`src/rtl/mips_pkg.sv`:
```
// mips_pkg: shared multiply/divide types, constants and sign helpers.
// Rev 1.0
`default_nettype none
package mips_pkg;

  localparam int MD_WIDTH = 32;
  localparam int MD_CNT_W = $clog2(MD_WIDTH);

  typedef enum logic [1:0] {
    OP_MULT  = 2'b00,
    OP_MULTU = 2'b01,
    OP_DIV   = 2'b10,
    OP_DIVU  = 2'b11
  } muldiv_op_t;

  typedef enum logic [1:0] {
    ST_IDLE = 2'd0,
    ST_RUN  = 2'd1,
    ST_FIX  = 2'd2
  } muldiv_state_t;

  // Magnitude of a two's-complement value; the most negative value maps to itself.
  function automatic logic [MD_WIDTH-1:0] md_abs(input logic [MD_WIDTH-1:0] x);
    return x[MD_WIDTH-1] ? (~x + MD_WIDTH'(1)) : x;
  endfunction

  function automatic logic [MD_WIDTH-1:0] md_neg_if(input logic [MD_WIDTH-1:0] x,
                                                   input logic en);
    return en ? (~x + MD_WIDTH'(1)) : x;
  endfunction

  function automatic logic [2*MD_WIDTH-1:0] md_neg2_if(input logic [2*MD_WIDTH-1:0] x,
                                                      input logic en);
    return en ? (~x + (2*MD_WIDTH)'(1)) : x;
  endfunction

endpackage
`default_nettype wire

```
`src/rtl/hilo_regs.sv`:
```
// hilo_regs: architectural HI/LO pair; operation results beat moves, moves only when idle.
// Rev 1.0
`default_nettype none
module hilo_regs #(
  parameter int WIDTH = 32
) (
  input  logic             clk,
  input  logic             rst_n,
  input  logic             idle_i,
  input  logic             start_i,
  input  logic             mthi_i,
  input  logic             mtlo_i,
  input  logic [WIDTH-1:0] wdata_i,
  input  logic             res_we_i,
  input  logic [WIDTH-1:0] res_hi_i,
  input  logic [WIDTH-1:0] res_lo_i,
  output logic [WIDTH-1:0] hi_o,
  output logic [WIDTH-1:0] lo_o
);

  logic [WIDTH-1:0] hi_q, hi_d;
  logic [WIDTH-1:0] lo_q, lo_d;
  logic             w_move_ok;

  // A start in the same idle cycle swallows any pending move.
  assign w_move_ok = idle_i && !start_i;

  always_comb begin
    hi_d = hi_q;
    lo_d = lo_q;
    if (res_we_i) begin
      hi_d = res_hi_i;
      lo_d = res_lo_i;
    end else if (w_move_ok) begin
      if (mthi_i) hi_d = wdata_i;
      if (mtlo_i) lo_d = wdata_i;
    end
  end

  always_ff @(posedge clk) begin
    if (!rst_n) begin
      hi_q <= '0;
      lo_q <= '0;
    end else begin
      hi_q <= hi_d;
      lo_q <= lo_d;
    end
  end

  assign hi_o = hi_q;
  assign lo_o = lo_q;

endmodule
`default_nettype wire

```
`src/rtl/mult_div_unit.sv`:
```
// mult_div_unit: fixed-latency shift-add multiply / restoring divide owning HI/LO.
// Rev 1.0
`default_nettype none
module mult_div_unit
  import mips_pkg::*;
#(
  parameter int WIDTH = MD_WIDTH
) (
  input  logic             clk,
  input  logic             rst_n,
  input  logic             start,
  input  logic [1:0]       op,
  input  logic [WIDTH-1:0] a,
  input  logic [WIDTH-1:0] b,
  input  logic             mthi,
  input  logic             mtlo,
  input  logic [WIDTH-1:0] wdata,
  output logic             busy,
  output logic             done,
  output logic [WIDTH-1:0] hi,
  output logic [WIDTH-1:0] lo
);

  muldiv_state_t       state_q, state_d;
  muldiv_op_t          op_q, op_d;
  logic [MD_CNT_W-1:0] cnt_q, cnt_d;
  logic [2*WIDTH-1:0]  acc_q, acc_d;
  logic [WIDTH-1:0]    rem_q, rem_d;
  logic [WIDTH-1:0]    opb_q, opb_d;
  logic                negq_q, negq_d;
  logic                negr_q, negr_d;
  logic                divz_q, divz_d;
  logic                busy_q, busy_d;
  logic                done_q, done_d;

  logic                w_signed, w_is_div, w_ge, w_res_we;
  logic [WIDTH-1:0]    w_a_mag, w_b_mag, w_diff, w_quo, w_rem, w_res_hi, w_res_lo;
  logic [WIDTH:0]      w_sum, w_shifted;
  logic [2*WIDTH-1:0]  w_prod;

  assign w_signed = !op[0];
  assign w_a_mag  = w_signed ? md_abs(a) : a;
  assign w_b_mag  = w_signed ? md_abs(b) : b;
  assign w_is_div = (op_q == OP_DIV) || (op_q == OP_DIVU);

  // Multiply: acc = {partial product, remaining multiplier bits}.
  assign w_sum = {1'b0, acc_q[2*WIDTH-1:WIDTH]} + {1'b0, (acc_q[0] ? opb_q : '0)};

  // Divide: acc low half shifts dividend bits out and quotient bits in.
  assign w_shifted = {rem_q, acc_q[WIDTH-1]};
  assign w_ge      = (w_shifted >= {1'b0, opb_q});
  assign w_diff    = w_shifted[WIDTH-1:0] - opb_q;

  always_comb begin
    state_d = state_q;
    op_d    = op_q;
    cnt_d   = cnt_q;
    acc_d   = acc_q;
    rem_d   = rem_q;
    opb_d   = opb_q;
    negq_d  = negq_q;
    negr_d  = negr_q;
    divz_d  = divz_q;
    busy_d  = busy_q;
    done_d  = 1'b0;
    w_res_we = 1'b0;
    case (state_q)
      ST_IDLE: begin
        if (start) begin
          op_d    = muldiv_op_t'(op);
          cnt_d   = '0;
          rem_d   = '0;
          acc_d   = {{WIDTH{1'b0}}, (op[1] ? w_a_mag : w_b_mag)};
          opb_d   = op[1] ? w_b_mag : w_a_mag;
          negq_d  = w_signed && (a[WIDTH-1] ^ b[WIDTH-1]);
          negr_d  = w_signed && a[WIDTH-1];
          divz_d  = op[1] && (b == '0);
          busy_d  = 1'b1;
          state_d = ST_RUN;
        end
      end
      ST_RUN: begin
        if (w_is_div) begin
          rem_d              = w_ge ? w_diff : w_shifted[WIDTH-1:0];
          acc_d[WIDTH-1:0]   = {acc_q[WIDTH-2:0], w_ge};
        end else begin
          acc_d = {w_sum, acc_q[WIDTH-1:1]};
        end
        cnt_d = cnt_q + MD_CNT_W'(1);
        if (cnt_q == MD_CNT_W'(WIDTH - 1)) state_d = ST_FIX;
      end
      ST_FIX: begin
        w_res_we = 1'b1;
        busy_d   = 1'b0;
        done_d   = 1'b1;
        state_d  = ST_IDLE;
      end
      default: state_d = ST_IDLE;
    endcase
  end

  // A zero divisor leaves |a| in the remainder, so HI recovers the original a.
  assign w_prod   = md_neg2_if(acc_q, negq_q);
  assign w_quo    = divz_q ? '1 : md_neg_if(acc_q[WIDTH-1:0], negq_q);
  assign w_rem    = md_neg_if(rem_q, negr_q);
  assign w_res_hi = w_is_div ? w_rem : w_prod[2*WIDTH-1:WIDTH];
  assign w_res_lo = w_is_div ? w_quo : w_prod[WIDTH-1:0];

  always_ff @(posedge clk) begin
    if (!rst_n) begin
      state_q <= ST_IDLE;
      op_q    <= OP_MULT;
      cnt_q   <= '0;
      acc_q   <= '0;
      rem_q   <= '0;
      opb_q   <= '0;
      negq_q  <= 1'b0;
      negr_q  <= 1'b0;
      divz_q  <= 1'b0;
      busy_q  <= 1'b0;
      done_q  <= 1'b0;
    end else begin
      state_q <= state_d;
      op_q    <= op_d;
      cnt_q   <= cnt_d;
      acc_q   <= acc_d;
      rem_q   <= rem_d;
      opb_q   <= opb_d;
      negq_q  <= negq_d;
      negr_q  <= negr_d;
      divz_q  <= divz_d;
      busy_q  <= busy_d;
      done_q  <= done_d;
    end
  end

  hilo_regs #(.WIDTH(WIDTH)) u_hilo (
    .clk      (clk),
    .rst_n    (rst_n),
    .idle_i   (state_q == ST_IDLE),
    .start_i  (start),
    .mthi_i   (mthi),
    .mtlo_i   (mtlo),
    .wdata_i  (wdata),
    .res_we_i (w_res_we),
    .res_hi_i (w_res_hi),
    .res_lo_i (w_res_lo),
    .hi_o     (hi),
    .lo_o     (lo)
  );

  assign busy = busy_q;
  assign done = done_q;

endmodule
`default_nettype wire

```
`config.mk`:
```
export PLATFORM = sky130hd
export DESIGN_NAME = mult_div_unit
export DESIGN_NICKNAME = d
export VERILOG_FILES = /design/src/rtl/mips_pkg.sv /design/src/rtl/hilo_regs.sv /design/src/rtl/mult_div_unit.sv
export SDC_FILE = /design/constraint.sdc
export NUM_CORES = 1
export LEC_CHECK = 0
export ABC_CLOCK_PERIOD_IN_PS = 4700
export CORE_MARGIN = 3
export CORE_UTILIZATION = 40
export DETAILED_ROUTE_END_ITERATION = 6
export GPL_TIMING_DRIVEN = 0
export PLACE_DENSITY = 0.7
export SLEW_MARGIN = 10
export SYNTH_ARGS = -nofsm -noshare
export SYNTH_HDL_FRONTEND = slang
export SYNTH_SLANG_ARGS = --single-unit
```
`constraint.sdc`:
```
create_clock -name clk -period 4.7 [get_ports clk]
set_input_delay 0.94 -clock clk [delete_from_list [all_inputs] [get_ports clk]]
set_output_delay 0.94 -clock clk [all_outputs]
set_load 0.02 [all_outputs]
```
==> results.md, run 1 <==
* Routed via count at 17900
* GRT Util Overall at 29.8%
* FP Rows at 73
* Post-Synthesis Cell Area at 16200 um2
* Die Span X at 207 um
* Num CTS Buffers at 24
* Io pins at 169
* CTS tree: done
* Placed wire-length estimate at 54700 um
* Number of port buffers at 168
* Required time of the critical path at 5.11 ns
* DRC at 0
* Slowest CP cell: buf_1
* Nature of the critical path startpoint: flop
* Post-cts repair resize count at 0
* Fin crit share at 92.8%
* Worst VDD drop at 0.220 mV
* Pre-antenna DRT Iters at 5
* Clock Latency Late Sink at 0.55 ns
* Synth warn at 0
* MaxCap Viol Count at 0
* Level count of the clock H-tree at 1
* CP Capture Type: flop
* Max Root-Sink Buffers at 3
* Seq/Total Area, Yosys at 25.3%
* Post-synth EDFFs at 0
* Async SR Flop Fraction at 0%
* Routed len/inst at 23.2 um
* Initial Util at 40.7%
* Drt total wl at 67400 um
* Max-slew headroom at 25.3%
* PD cells at 276 nW/um2
* Post-synth cell types at 76
* Final Skew at 0.0211 ns
* 1st-iter DRT viols at 1918
* Delay of the slowest critical-path stage at 0.64 ns
* Max Fclk at 229 MHz
* Gpl congestion at 1.04
* Mean Syn Cell Area at 7.45 um2
* Mapped Nets at 2348
* Ys flop type: dfxtp_1
* Critical Path, Cell by Cell: inv_1 -> ha_1 -> clkbuf_1 -> a21oi_1 -> nor2_1 -> nor4_1 -> o21a_1 -> a21oi_1 -> o32ai_1 -> clkbuf_1 -> buf_1 -> mux2i_1 -> o21ai_0
* Worst Tran Pin Value at 1.12 ns
* Postcts setup bufs at 0
* # clock sinks at 205
* Critical-path maximum fanout at 10
* Core box area at 39800 um2
* Final core utilization at 48.7%
* Hold Vio Cnt, Final at 0
* Die Height at 207 um
* Clock root buffer: clkbuf_16
* RSZ-0062 raised after global routing: no
* Pin count of the biggest net entering global routing at 13
* Synth Instances at 2173
* Hold Buf Count CTS at 0
* Final min period at 4.36 ns
* Initial antenna violation count at 0
* Post-route setup TNS at 0 ns
* Worst-path clk slew at 0.06 ns
* Global route total overflow at 0
* Final setup fails at 0
* Critical path class: reg -> reg
* Slew Limit Fails at 0
* Hold Crit Class: reg -> reg
* Vias in the first global route at 16900
* Vias/cell at 6.14
* Antenna-violating nets left at 0
* Yosys reg bits at 205
* Layout cells sized above 1 at 3.23%
* First-pass GRT wire length at 102000 um
* Pleak at 0.00737 uW
* Final nets at 2542
* Area Overhead vs Synth at 19.7%
* CP Data Arrival Time at 4.76 ns
* Die area at 42900 um2
* Run status: finished, final reports clean
worst max-delay path, delay by kind of cell (launching register included):
family,cells,cell delay (ns)
adder cells (fa/ha/maj),1,0.27
buffers and inverters,4,1.48
AO/OA/AOI/OAI,5,1.34
AND/OR/NAND/NOR,2,0.54
flip-flops,1,0.31
multiplexers,1,0.28
area by class of cell:
cell class | count | area, um2
Antenna cell | 1 | 2.50
Tap cell | 525 | 657
Buffer | 149 | 564
Clock buffer | 33 | 654
Clock inverter | 10 | 191
Multi-Input combinational cell | 1752 | 11300
Timing Repair Buffer | 168 | 1680
Inverter | 67 | 251
Sequential cell | 205 | 4100
Fill cell | 3967 | 20400
cell usage after synthesis, drive strengths merged (5+ instances only):
master / instances / area share, %
nor2b: 45 / 1.7
or3: 28 / 1.1
clkbuf: 131 / 3.0
o211a: 13 / 0.80
o22ai: 18 / 0.70
nor2: 172 / 4.0
nor3: 44 / 1.4
a311o: 9 / 0.56
a22oi: 20 / 0.93
a31oi: 19 / 0.73
o221ai: 37 / 2.0
or2: 10 / 0.39
a21o: 20 / 0.93
mux2i: 55 / 3.4
inv: 66 / 1.5
nand3: 59 / 1.8
o31ai: 40 / 1.9
or4: 19 / 0.88
a21boi: 41 / 1.9
a32o: 5 / 0.31
xor2: 86 / 4.7
dfxtp: 205 / 25
ha: 70 / 5.4
and2: 20 / 0.77
a32oi: 10 / 0.54
o211ai: 22 / 1.0
buf: 18 / 0.45
a221oi: 11 / 0.63
mux2: 11 / 0.77
a211oi: 19 / 0.88
xnor2: 105 / 5.7
a21oi: 165 / 5.1
and3: 11 / 0.43
nor4: 12 / 0.50
o21ai: 181 / 5.6
nand2: 244 / 5.7
nand4: 18 / 0.73
a211o: 5 / 0.27
o21a: 18 / 0.83
nand2b: 26 / 1.1
o41ai: 17 / 0.97
placed cells by master, fill, tap and decap left out, drive strengths merged, types with 17 or more instances in the layout:
cell type        n
a211oi          19
a21boi          41
a21o            20
a21oi          165
a22oi           20
a31oi           19
and2            20
buf             18
clkbuf         164
clkdlybuf4s50  168
dfxtp          205
ha              70
inv             66
mux2i           55
nand2          244
nand2b          26
nand3           59
nand4           18
nor2           172
nor2b           45
nor3            44
o211ai          22
o21a            18
o21ai          181
o221ai          37
o22ai           18
o31ai           40
o41ai           17
or3             28
or4             19
xnor2          105
xor2            86
flip-flops by register name (all words and copies together), names as in the netlist, 2 cells and up:
| register | count |
|---|---|
| acc_q | 64 |
| cnt_q | 5 |
| opb_q | 32 |
| rem_q | 32 |
| state_q | 2 |
| u_hilo.hi_o | 32 |
| u_hilo.lo_o | 32 |
worst paths after layout:
check,from,end,slack [ns],depth (start not counted)
max reg2reg,opb_q[14],rem_q[16],0.34,13
min reg2reg,u_hilo.lo_o[25],u_hilo.lo_o[25],0.46,2
max,opb_q[14],rem_q[16],0.34,13
min,u_hilo.lo_o[25],u_hilo.lo_o[25],0.46,2
per-layer routing:
metal	share of wire, %	wire, um	GRT usage (%)	vias to the layer above
li1	-	-	-	8269
met1	44	29400	42.5	8471
met2	43	29100	46.2	992
met3	9.6	6450	4.32	148
met4	3.7	2480	9.67	0
met5	0	0	0	-
cells by family after synthesis:
logic type	synth area share [%]
simple gates	21.5
xor+xnor	10.3
flops	25.3
compound gates	28.0
fa+ha+maj	5.66
buf+inv	5.04
mux	4.17
report_power, final:
| group | internal (uW) | total (uW) | leakage (uW) | switching [uW] |
|---|---|---|---|---|
| clock network | 1250 | 2060 | 0.000404 | 807 |
| registers | 1830 | 1920 | 0.00167 | 96.3 |
| logic | 515 | 1360 | 0.00529 | 848 |
| total | 3590 | 5340 | 0.00737 | 1750 |
per-stage QoR:
step / std cells / hold slack (ns) / cell area [um2] / power (uW) / worst slack [ns]
after floorplan: 2173 / 0.434 / 16200 / 2730 / 1.55
after global placement: 2866 / 0.452 / 18500 / 3260 / 0.548
after detailed placement: 2866 / 0.458 / 18500 / 3270 / 0.515
after CTS: 2909 / 0.466 / 19400 / 5300 / 0.412
after global routing: 2909 / 0.482 / 19400 / 5510 / 0.127
final: 2910 / 0.464 / 19400 / 5340 / 0.341
No activity file was read; power rests on OpenSTA's default activity.
==> run 2, diff against run 1 <==
--- a/config.mk
+++ b/config.mk
@@ -11,7 +11,6 @@
 export DETAILED_ROUTE_END_ITERATION = 6
 export GPL_TIMING_DRIVEN = 0
 export PLACE_DENSITY = 0.7
-export SLEW_MARGIN = 10
 export SYNTH_ARGS = -nofsm -noshare
 export SYNTH_HDL_FRONTEND = slang
 export SYNTH_SLANG_ARGS = --single-unit
==> results of run 2 <==
No change in the layout: final DEF, timing and power equal those of run 1.
==> run 3, diff against run 2 <==
==> constraint.sdc (replaced) <==
create_clock -name clk -period 4.7 [get_ports clk]
set_input_delay 0.705 -clock clk [delete_from_list [all_inputs] [get_ports clk]]
set_output_delay 0.705 -clock clk [all_outputs]
set_load 0.02 [all_outputs]
==> results of run 3 <==
No change in the layout: final DEF, timing and power equal those of run 1.
